<file path="src/rtl/proc6_pkg.sv">
// proc6_pkg: shared types and constants for the six-instruction processor.
//   opcode_t  - instruction opcodes (IR[15:12]); values 6..15 are illegal.
//   state_t   - control-unit FSM states.
//   RF_S_*    - register-file W-data mux selects (shared with the datapath mux).
//   ALU_S_*   - ALU operation selects (shared with the datapath ALU).
package proc6_pkg;

  typedef enum logic [3:0] {
    OP_LOAD  = 4'd0,
    OP_STORE = 4'd1,
    OP_ADD   = 4'd2,
    OP_LOADC = 4'd3,
    OP_SUB   = 4'd4,
    OP_JMPZ  = 4'd5
  } opcode_t;

  typedef enum logic [3:0] {
    S_INIT     = 4'd0,
    S_FETCH    = 4'd1,
    S_DECODE   = 4'd2,
    S_LOAD     = 4'd3,
    S_STORE    = 4'd4,
    S_ADD      = 4'd5,
    S_LOADC    = 4'd6,
    S_SUB      = 4'd7,
    S_JMPZ     = 4'd8,
    S_JMPZ_JMP = 4'd9,
    S_HALT     = 4'd10
  } state_t;

  localparam logic [1:0] RF_S_ALU   = 2'b00;
  localparam logic [1:0] RF_S_DREG  = 2'b01;
  localparam logic [1:0] RF_S_WDATA = 2'b10;

  localparam logic [1:0] ALU_S_BYPASS = 2'b00;
  localparam logic [1:0] ALU_S_ADD    = 2'b01;
  localparam logic [1:0] ALU_S_SUB    = 2'b10;

endpackage

</file>
<file path="src/rtl/proc6_pc.sv">
// proc6_pc: program counter register.
//   clk, rst_n  - clock, synchronous active-low reset (PC -> 0)
//   clr         - PC <- 0
//   inc         - PC <- PC + 1
//   load_off    - PC <- PC + sext(off) - 1 (PC already points past the jump)
//   off         - 8-bit two's-complement jump offset
//   pc          - current PC
// All arithmetic wraps modulo 2^W.
module proc6_pc #(
  parameter int W = 16
) (
  input  logic         clk,
  input  logic         rst_n,
  input  logic         clr,
  input  logic         inc,
  input  logic         load_off,
  input  logic [7:0]   off,
  output logic [W-1:0] pc
);

  logic [W-1:0] off_ext;
  assign off_ext = {{(W-8){off[7]}}, off};

  always_ff @(posedge clk) begin
    if (!rst_n || clr) begin
      pc <= '0;
    end else if (inc) begin
      pc <= pc + W'(1);
    end else if (load_off) begin
      pc <= pc + off_ext - W'(1);
    end
  end

endmodule

</file>
<file path="src/rtl/proc6_ctrl.sv">
// proc6_ctrl: control unit of the six-instruction processor.
// Holds PC and IR, fetches from instruction memory, decodes, and drives
// the register file, W-data mux, ALU and data-memory strobes (Moore outputs).
// Ports:
//   clk, rst_n           - clock, synchronous active-low reset
//   i_addr, i_rd, i_data - instruction memory (combinational read)
//   d_addr, d_rd, d_wr   - data memory
//   rf_*                 - register-file addresses, strobes, constant, mux select
//   alu_s                - ALU operation
//   rf_rp_zero           - Rp read port is zero (resolves JMPZ)
//   halted               - controller stopped on an illegal opcode
//   state_dbg            - current FSM state, for observation
// Build option: PROC6_ILLEGAL_HALT_EN makes an illegal opcode enter HALT;
// without it an illegal opcode is a NOP and halted is always 0.
// Handshake: none; every instruction runs FETCH/DECODE/EXEC unconditionally.
module proc6_ctrl
  import proc6_pkg::*;
#(
  parameter int PC_WIDTH    = 16,
  parameter int REGBITS     = 4,
  parameter int DADDR_WIDTH = 8
) (
  input  logic                   clk,
  input  logic                   rst_n,
  output logic [PC_WIDTH-1:0]    i_addr,
  output logic                   i_rd,
  input  logic [15:0]            i_data,
  output logic [DADDR_WIDTH-1:0] d_addr,
  output logic                   d_rd,
  output logic                   d_wr,
  output logic [7:0]             rf_w_data,
  output logic [REGBITS-1:0]     rf_w_addr,
  output logic [REGBITS-1:0]     rf_rp_addr,
  output logic [REGBITS-1:0]     rf_rq_addr,
  output logic                   rf_w_wr,
  output logic                   rf_rp_rd,
  output logic                   rf_rq_rd,
  output logic [1:0]             rf_s,
  output logic [1:0]             alu_s,
  input  logic                   rf_rp_zero,
  output logic                   halted,
  output logic [3:0]             state_dbg
);

  state_t              state, next;
  logic [15:0]         ir;
  logic [PC_WIDTH-1:0] pc;

  logic [3:0]         op;
  logic [REGBITS-1:0] ra, rb, rc;
  logic [7:0]         imm;
  assign op  = ir[15:12];
  assign ra  = ir[11:8];
  assign rb  = ir[7:4];
  assign rc  = ir[3:0];
  assign imm = ir[7:0];

  proc6_pc #(.W(PC_WIDTH)) u_pc (
    .clk      (clk),
    .rst_n    (rst_n),
    .clr      (state == S_INIT),
    .inc      (state == S_FETCH),
    .load_off (state == S_JMPZ_JMP),
    .off      (imm),
    .pc       (pc)
  );

  always_ff @(posedge clk) begin
    if (!rst_n) begin
      state <= S_INIT;
      ir    <= '0;
    end else begin
      state <= next;
      if (state == S_FETCH) ir <= i_data;
    end
  end

  assign state_dbg = state;
  // Outputs are forced low while reset is asserted so that an interrupted
  // STORE or register write never reaches memory or the register file.
  assign i_addr = rst_n ? pc : '0;

  always_comb begin
    next       = state;
    i_rd       = 1'b0;
    d_addr     = '0;
    d_rd       = 1'b0;
    d_wr       = 1'b0;
    rf_w_data  = '0;
    rf_w_addr  = '0;
    rf_rp_addr = '0;
    rf_rq_addr = '0;
    rf_w_wr    = 1'b0;
    rf_rp_rd   = 1'b0;
    rf_rq_rd   = 1'b0;
    rf_s       = RF_S_ALU;
    alu_s      = ALU_S_BYPASS;
    halted     = 1'b0;
    if (rst_n) begin
      case (state)
        S_INIT:  next = S_FETCH;
        S_FETCH: begin
          i_rd = 1'b1;
          next = S_DECODE;
        end
        S_DECODE: begin
          case (op)
            OP_LOAD:  next = S_LOAD;
            OP_STORE: next = S_STORE;
            OP_ADD:   next = S_ADD;
            OP_LOADC: next = S_LOADC;
            OP_SUB:   next = S_SUB;
            OP_JMPZ:  next = S_JMPZ;
`ifdef PROC6_ILLEGAL_HALT_EN
            default:  next = S_HALT;
`else
            default:  next = S_FETCH;
`endif
          endcase
        end
        S_LOAD: begin
          d_addr    = imm[DADDR_WIDTH-1:0];
          d_rd      = 1'b1;
          rf_s      = RF_S_DREG;
          rf_w_addr = ra;
          rf_w_wr   = 1'b1;
          next      = S_FETCH;
        end
        S_STORE: begin
          d_addr     = imm[DADDR_WIDTH-1:0];
          d_wr       = 1'b1;
          rf_rp_addr = ra;
          rf_rp_rd   = 1'b1;
          next       = S_FETCH;
        end
        S_ADD, S_SUB: begin
          rf_rp_addr = rb;
          rf_rq_addr = rc;
          rf_rp_rd   = 1'b1;
          rf_rq_rd   = 1'b1;
          alu_s      = (state == S_ADD) ? ALU_S_ADD : ALU_S_SUB;
          rf_s       = RF_S_ALU;
          rf_w_addr  = ra;
          rf_w_wr    = 1'b1;
          next       = S_FETCH;
        end
        S_LOADC: begin
          rf_w_data = imm;
          rf_s      = RF_S_WDATA;
          rf_w_addr = ra;
          rf_w_wr   = 1'b1;
          next      = S_FETCH;
        end
        S_JMPZ: begin
          rf_rp_addr = ra;
          rf_rp_rd   = 1'b1;
          next       = rf_rp_zero ? S_JMPZ_JMP : S_FETCH;
        end
        S_JMPZ_JMP: next = S_FETCH;
        S_HALT: begin
          // Only reachable with the illegal-halt option; sticks until reset.
`ifdef PROC6_ILLEGAL_HALT_EN
          halted = 1'b1;
`endif
          next = S_HALT;
        end
        default: next = S_INIT;
      endcase
    end
  end

endmodule
</file>
<file path="config.mk">
export PLATFORM = sky130hd
export DESIGN_NAME = proc6_ctrl
export DESIGN_NICKNAME = d
export VERILOG_FILES = /design/src/rtl/proc6_pkg.sv /design/src/rtl/proc6_pc.sv /design/src/rtl/proc6_ctrl.sv
export SDC_FILE = /design/constraint.sdc
export NUM_CORES = 1
export LEC_CHECK = 0
export CAP_MARGIN = 20
export CORE_MARGIN = 2
export CORE_UTILIZATION = 45
export CTS_CLUSTER_DIAMETER = 80
export DETAILED_ROUTE_END_ITERATION = 12
export PLACE_DENSITY = 0.76
export RECOVER_POWER = 25
export SETUP_SLACK_MARGIN = 0.2
export SYNTH_ARGS = -nofsm -noshare
export SYNTH_HDL_FRONTEND = slang
export SYNTH_SLANG_ARGS = --single-unit
</file>
<file path="constraint.sdc">
create_clock -name clk -period 3.1 [get_ports clk]
set_input_delay 0.62 -clock clk [delete_from_list [all_inputs] [get_ports clk]]
set_output_delay 0.62 -clock clk [all_outputs]
set_load 0.005 [all_outputs]
</file>
Word-level counts from Yosys, hierarchy flattened
Index checks and enable logic that the tools add are counted.
Cells by class
  add/subtract/negate cells: 3
  multiplexer cells: 33
  reduce and logical (&&, ||, !) cells: 11
  eq/ne operators: 15
Operators with widths (number)
  2-to-1 mux 16 bit: 3
  2-to-1 mux 8 bit: 4
  == test 4 x 3 -> 1 bit, second input constant: 6
  2-to-1 mux 4 bit: 6
  one-hot mux 4 bit (6 select lines): 1
  one-hot mux 4 bit (5 select lines): 1
  adder 16 x 1 -> 16 bit, second input constant: 1
  adder 16 bit: 1
  == test 4 x 2 -> 1 bit, second input constant: 4
  subtractor 16 x 1 -> 16 bit, second input constant: 1
  == test 4 bit, second input constant: 3
  2-to-1 mux 1 bit: 12
  == test 4 x 1 -> 1 bit, second input constant: 2
  logical NOT 4 bit: 2
  2-to-1 mux 2 bit: 4
  one-hot mux 4 bit (2 select lines): 1
  OR reduction 4 bit: 2
  OR reduction 7 bit: 1
  OR reduction 2 bit: 3
  one-hot mux 2 bit (2 select lines): 1
  nonzero test 2 bit: 1
  logical NOT 1 bit: 1
  logical OR 1 bit: 1
Word-level totals
  register bits after elaboration: 36
  output and inout bits: 59
  bits of input ports: 19

Longest topological paths before layout
  word-level depth: 4
  depth in mapped cells: 12
  gate-level depth less buffers: 12

Hierarchy
A second synthesis with hierarchy kept.
Unflattened totals
  cells, all modules: 463
  area total of the unflattened synthesis: 3403.3 um2
Modules (own cells, without submodules)
  proc6_pc: times used 1, cells each 278, area each 1980.6 um2, seq. area each 320.3 um2
  proc6_ctrl: times used 1, cells each 185, area each 1422.6 um2, seq. area each 400.4 um2

Worst setup path before layout
No wires, ideal clock.
  path kind: register to register
  start point: register u_pc.pc[1]
  end point: register u_pc.pc[13]
  slack: 0.585 ns
  stages on the path, launching flop included: 13
  clock period less this slack: 2.515 ns
  path buffers: 0
  data arrival time: 2.445 ns
  library setup time: 0.070 ns
  cells stage by stage: dfxtp_1 > inv_1 > ha_1 > inv_1 > ha_1 > inv_1 > fa_1 > nand2b_1 > a211oi_2 > a2111oi_4 > o21a_1 > o31a_1 > o21bai_1
On the way
  longest elaborated chain between the ends: 4
  elaborated cells on any way between the ends: 5
Ends and longest elaborated chain
  start, declared: line proc6_pc.sv:18  | output logic [W-1:0] pc
  start signal, assigned: line proc6_pc.sv:28  | pc <= pc + W'(1);
  start signal, assigned: line proc6_pc.sv:30  | pc <= pc + off_ext - W'(1);
  adder 16 bit: line proc6_pc.sv:30
  subtractor 16 x 1 -> 16 bit: line proc6_pc.sv:30
  2-to-1 mux 16 bit: line proc6_pc.sv:29  | end else if (load_off) begin
  2-to-1 mux 16 bit (*): line proc6_pc.sv:27  | end else if (inc) begin
Every way passes the cells marked *; elsewhere a longest branch is shown, timed or not. The select of a mux whose other input is x is not followed.
A chain may end at the register's enable or synchronous reset.

Worst setup path in the final report
  start point: register ir[1]
  end point: register u_pc.pc[15]
On the way
  longest elaborated chain between the ends: 4
Ends and longest elaborated chain
  start, declared: line proc6_ctrl.sv:46  | logic [15:0] ir;
  start signal, assigned: line proc6_ctrl.sv:74  | if (state == S_FETCH) ir <= i_data;
  adder 16 bit: line proc6_pc.sv:30
  subtractor 16 x 1 -> 16 bit: line proc6_pc.sv:30
  2-to-1 mux 16 bit: line proc6_pc.sv:29
  2-to-1 mux 16 bit: line proc6_pc.sv:27
Every way passes these cells. The select of a mux whose other input is x is not followed.

==> flow_results.xml <==
<?xml version="1.0" encoding="UTF-8"?>
<metrics>
  <group name="timing">
    <metric name="timing.final.ws_setup" unit="ps">371</metric>
    <metric name="finalHoldViolCount" unit="">0</metric>
    <metric name="period_share" unit="%">88.0</metric>
    <metric name="timing.clock.skew" unit="ps">7.41</metric>
    <metric name="totalNegativeSetupSlack" unit="ps">0</metric>
    <metric name="max_slew_margin" unit="%">43.3</metric>
    <metric name="finalMaxSlewViolations" unit="">0</metric>
    <metric name="setup_violations" unit="">0</metric>
    <metric name="rsz_0062_raised_after_global_routing" unit="">false</metric>
    <metric name="final.hold.worst_slack" unit="ps">470</metric>
    <metric name="min_period" unit="ps">2730</metric>
    <metric name="worst_pin_slew" unit="ps">851</metric>
    <metric name="fmax" unit="MHz">366</metric>
  </group>
  <group name="run_status">
    <metric name="status" unit="">finished clean</metric>
  </group>
  <group name="placed_design">
    <metric name="dp.final_hpwl" unit="um">7050</metric>
    <metric name="place.port_buffers" unit="">76</metric>
    <metric name="place_congestion" unit="">0.904</metric>
    <metric name="post-place-ws" unit="ps">99.8</metric>
  </group>
  <group name="global_route">
    <metric name="grt_antenna_before_repair" unit="">0</metric>
    <metric name="first_global_vias" unit="">3387</metric>
    <metric name="grt_start_max_net_pins" unit="">29</metric>
    <metric name="global_route.overflow_total" unit="">0</metric>
    <metric name="grt_pass1_wl" unit="um">15400</metric>
    <metric name="grt.total_usage" unit="%">24.0</metric>
  </group>
  <group name="worst_setup_path">
    <metric name="timing.critical_path.fanout_max" unit="">4</metric>
    <metric name="worst_path_buf_inv" unit="">3</metric>
    <metric name="crit_path_max_incr_delay" unit="ps">410</metric>
    <metric name="crit_chain" unit="">inv_1, ha_1, inv_1, ha_1, inv_1, fa_1, nand2b_4, a211oi_2, a2111oi_4, o31ai_2, xnor2_1, o22ai_1</metric>
    <metric name="cp.arrival" unit="ps">2900</metric>
    <metric name="timing.setup.critical_path_class" unit="">flop to flop</metric>
    <metric name="timing.critical_path.required" unit="ps">3270</metric>
    <metric name="crit_path_top_delay_cell" unit="">fa_1</metric>
    <metric name="cp_common_cell" unit="">inv_1</metric>
    <metric name="cp_delay_by_family_top" unit="">adder cells</metric>
    <metric name="endpoint_kind" unit="">flop</metric>
    <metric name="critPathLaunchType" unit="">flop</metric>
  </group>
  <group name="layout">
    <metric name="drive_gt1_share" unit="%">7.68</metric>
    <metric name="fill_cells" unit="">675</metric>
    <metric name="nNetsFinal" unit="">583</metric>
    <metric name="flow.area_growth_from_synthesis" unit="%">31.0</metric>
    <metric name="antenna-diode-count" unit="">0</metric>
  </group>
  <group name="synthesis">
    <metric name="asyncSetResetFlopFracSynth" unit="%">0</metric>
    <metric name="synth.cell_area" unit="um^2">3290</metric>
    <metric name="seq_area_frac_synth" unit="%">21.9</metric>
    <metric name="synth-edff-count" unit="">0</metric>
    <metric name="yosysTopAreaCell" unit="">dfxtp_1</metric>
    <metric name="postSynthNetCount" unit="">509</metric>
    <metric name="synth.top_cell.area_share" unit="%">21.9</metric>
    <metric name="synthesis.instances" unit="">459</metric>
    <metric name="average_footprint_of_a_synthesized_cell" unit="um^2">7.17</metric>
    <metric name="synth_cell_types" unit="">59</metric>
    <metric name="dominantRegCellSynth" unit="">dfxtp_1</metric>
    <metric name="postSynthRegisterBits" unit="">36</metric>
    <metric name="netlist_top_cells_area" unit="">dfxtp_1 22%, ha_1 11%, nand2_1 6.2%</metric>
    <metric name="yosys_warnings" unit="">0</metric>
  </group>
  <group name="die">
    <metric name="fp.dieArea" unit="um^2">8020</metric>
    <metric name="die_height" unit="um">89.5</metric>
    <metric name="effective_utilization_at_floorplan" unit="%">45.9</metric>
    <metric name="io-pin-count" unit="">78</metric>
    <metric name="core.rowCount" unit="">31</metric>
    <metric name="die-width" unit="um">89.5</metric>
    <metric name="coreArea" unit="um^2">7180</metric>
  </group>
  <group name="route">
    <metric name="drtPass1Iterations" unit="">5</metric>
    <metric name="detail-route-antenna-nets" unit="">0</metric>
    <metric name="routed_wire_length_per_instance" unit="um">14.3</metric>
    <metric name="drt_drc_violations_left" unit="">0</metric>
    <metric name="wirelength" unit="um">9050</metric>
    <metric name="drt_iter0_markers" unit="">179</metric>
    <metric name="avgViaCountPerCell" unit="">5.56</metric>
    <metric name="num_vias" unit="">3520</metric>
  </group>
  <group name="clock_tree">
    <metric name="clock_tree_from_tritoncts" unit="">built</metric>
    <metric name="clock-sinks" unit="">36</metric>
    <metric name="cts_buffers" unit="">5</metric>
    <metric name="clock_insertion_delay_worst_skew" unit="ps">290</metric>
    <metric name="cts.reportedPaths.clkPinSlew" unit="ps">80</metric>
    <metric name="clock_tree.buffer_depth" unit="">2</metric>
    <metric name="clock-root-buffer" unit="">clkbuf_8</metric>
    <metric name="htree_num_levels" unit="">2</metric>
  </group>
  <group name="min_path">
    <metric name="hold_class" unit="">flop to flop</metric>
  </group>
  <group name="power">
    <metric name="design_power_total" unit="mW">1.50</metric>
    <metric name="pwr_density_cell" unit="nW/um^2">348</metric>
    <metric name="ir_worst_vdd" unit="mV">0.342</metric>
    <metric name="power_leakage" unit="nW">1.72</metric>
  </group>
  <group name="job">
    <metric name="drv_cap" unit="">0</metric>
  </group>
</metrics>
-- worst reg2reg max path, delay by kind of cell (launching register included) --
| family | cells | cell delay [ps] |
|---|---|---|
| fa+ha+maj | 3 | 910 |
| compound gates | 4 | 810 |
| simple gates | 1 | 170 |
| flops | 1 | 350 |
| xor+xnor | 1 | 160 |
| buf+inv | 3 | 200 |
-- flip-flops by register name (all words and copies together), names as in the netlist --
name / count
ir: 16
u_pc.pc: 16
state_dbg: 4
-- metal layers --
metal / routed length, um / track usage (%) / up-vias
met2: 4510 / 43.2 / 120
met4: 167 / 6.24 / 0
li1: - / - / 1731
met1: 3930 / 29.8 / 1652
met5: 0 / 0 / -
met3: 437 / 3.23 / 17
-- cell usage after synthesis (2+ instances only) --
master,n
nand2_1,54
inv_1,52
dfxtp_1,36
and2_1,31
ha_1,30
a21oi_1,28
o21ai_0,28
nor2_1,24
a21boi_0,16
nor3_1,15
and3_1,13
clkbuf_1,12
nand3_1,12
a22oi_1,8
xnor2_1,8
buf_2,7
a31oi_1,6
o21ai_1,6
a21o_1,5
nand4_1,5
nor2b_1,5
o21a_1,4
a211oi_1,3
nor3b_1,3
o22ai_1,3
xor2_1,3
a211oi_2,2
and4_1,2
buf_1,2
buf_4,2
nand2b_1,2
nand3b_1,2
o211ai_1,2
o21bai_1,2
o31a_1,2
-- timing repair --
item	in CTS	in global routing
pin swaps	0	1
hold endpoints to repair	0	0
setup buffers	0	1
hold buffers	0	0
gates resized for setup	2	7
gates cloned	0	0
endpoints found under the setup margin	10	20
-- cell usage in the layout (no fill, tap or decap), types with 13 or more instances in the layout --
cell type	synthesis	final
ha_1	30	30
nor3_1	15	14
a21oi_1	28	28
inv_1	52	52
a21boi_0	16	16
buf_4	2	14
o21ai_0	28	28
clkdlybuf4s50_1	0	75
nor2_1	24	24
and2_1	31	31
dfxtp_1	36	33
nand2_1	54	54
and3_1	13	13
-- through the flow --
stage / cell area [um^2] / instances / utilization [%]
4_1_cts: 4290 / 632 / 59.8
3_5_place_dp: 4170 / 624 / 58.1
5_1_grt: 4320 / 633 / 60.1
2_1_floorplan: 3290 / 459 / -
6_report: 4320 / 633 / 60.1
3_3_place_gp: 4170 / 624 / 58.1
-- final cells by class --
| type | count | area (um^2) | share of cell area (%) |
|---|---|---|---|
| clock buffers | 5 | 68.8 | 1.59 |
| clock inverters | 3 | 42.5 | 0.986 |
| inverters | 53 | 200 | 4.64 |
| multi-input cells | 345 | 2280 | 52.9 |
| flip-flops and latches | 36 | 724 | 16.8 |
| well taps | 99 | 124 | 2.87 |
| repair buffers | 92 | 872 | 20.2 |
-- kinds of logic after synthesis --
| group | Yosys count | share of synthesized area, % |
|---|---|---|
| flops | 36 | 21.9 |
| mux | 1 | 0.304 |
| xor+xnor | 11 | 2.93 |
| compound gates | 125 | 25.4 |
| other cells | 1 | 0.114 |
| buf+inv | 78 | 9.65 |
| fa+ha+maj | 31 | 12.0 |
| simple gates | 176 | 27.7 |
-- path summary, 6_finish.rpt --
check | start | to | slack (ps) | cells past startpoint
setup / recovery | ir[1]$_SDFFE_PN0P_ | u_pc.pc[15]$_SDFFE_PP0P_ | 370 | 12
hold / removal | ir[15]$_SDFFE_PN0P_ | ir[15]$_SDFFE_PN0P_ | 470 | 2
setup reg to reg | ir[1]$_SDFFE_PN0P_ | u_pc.pc[15]$_SDFFE_PP0P_ | 370 | 12
hold reg to reg | ir[15]$_SDFFE_PN0P_ | ir[15]$_SDFFE_PN0P_ | 470 | 2
-- power breakdown --
group	leakage, nW	switching (mW)	internal [mW]
logic	1.37	0.310	0.247
registers	0.294	0.0347	0.485
clock network	0.0541	0.185	0.238
Power figures use the tool's default switching activity.
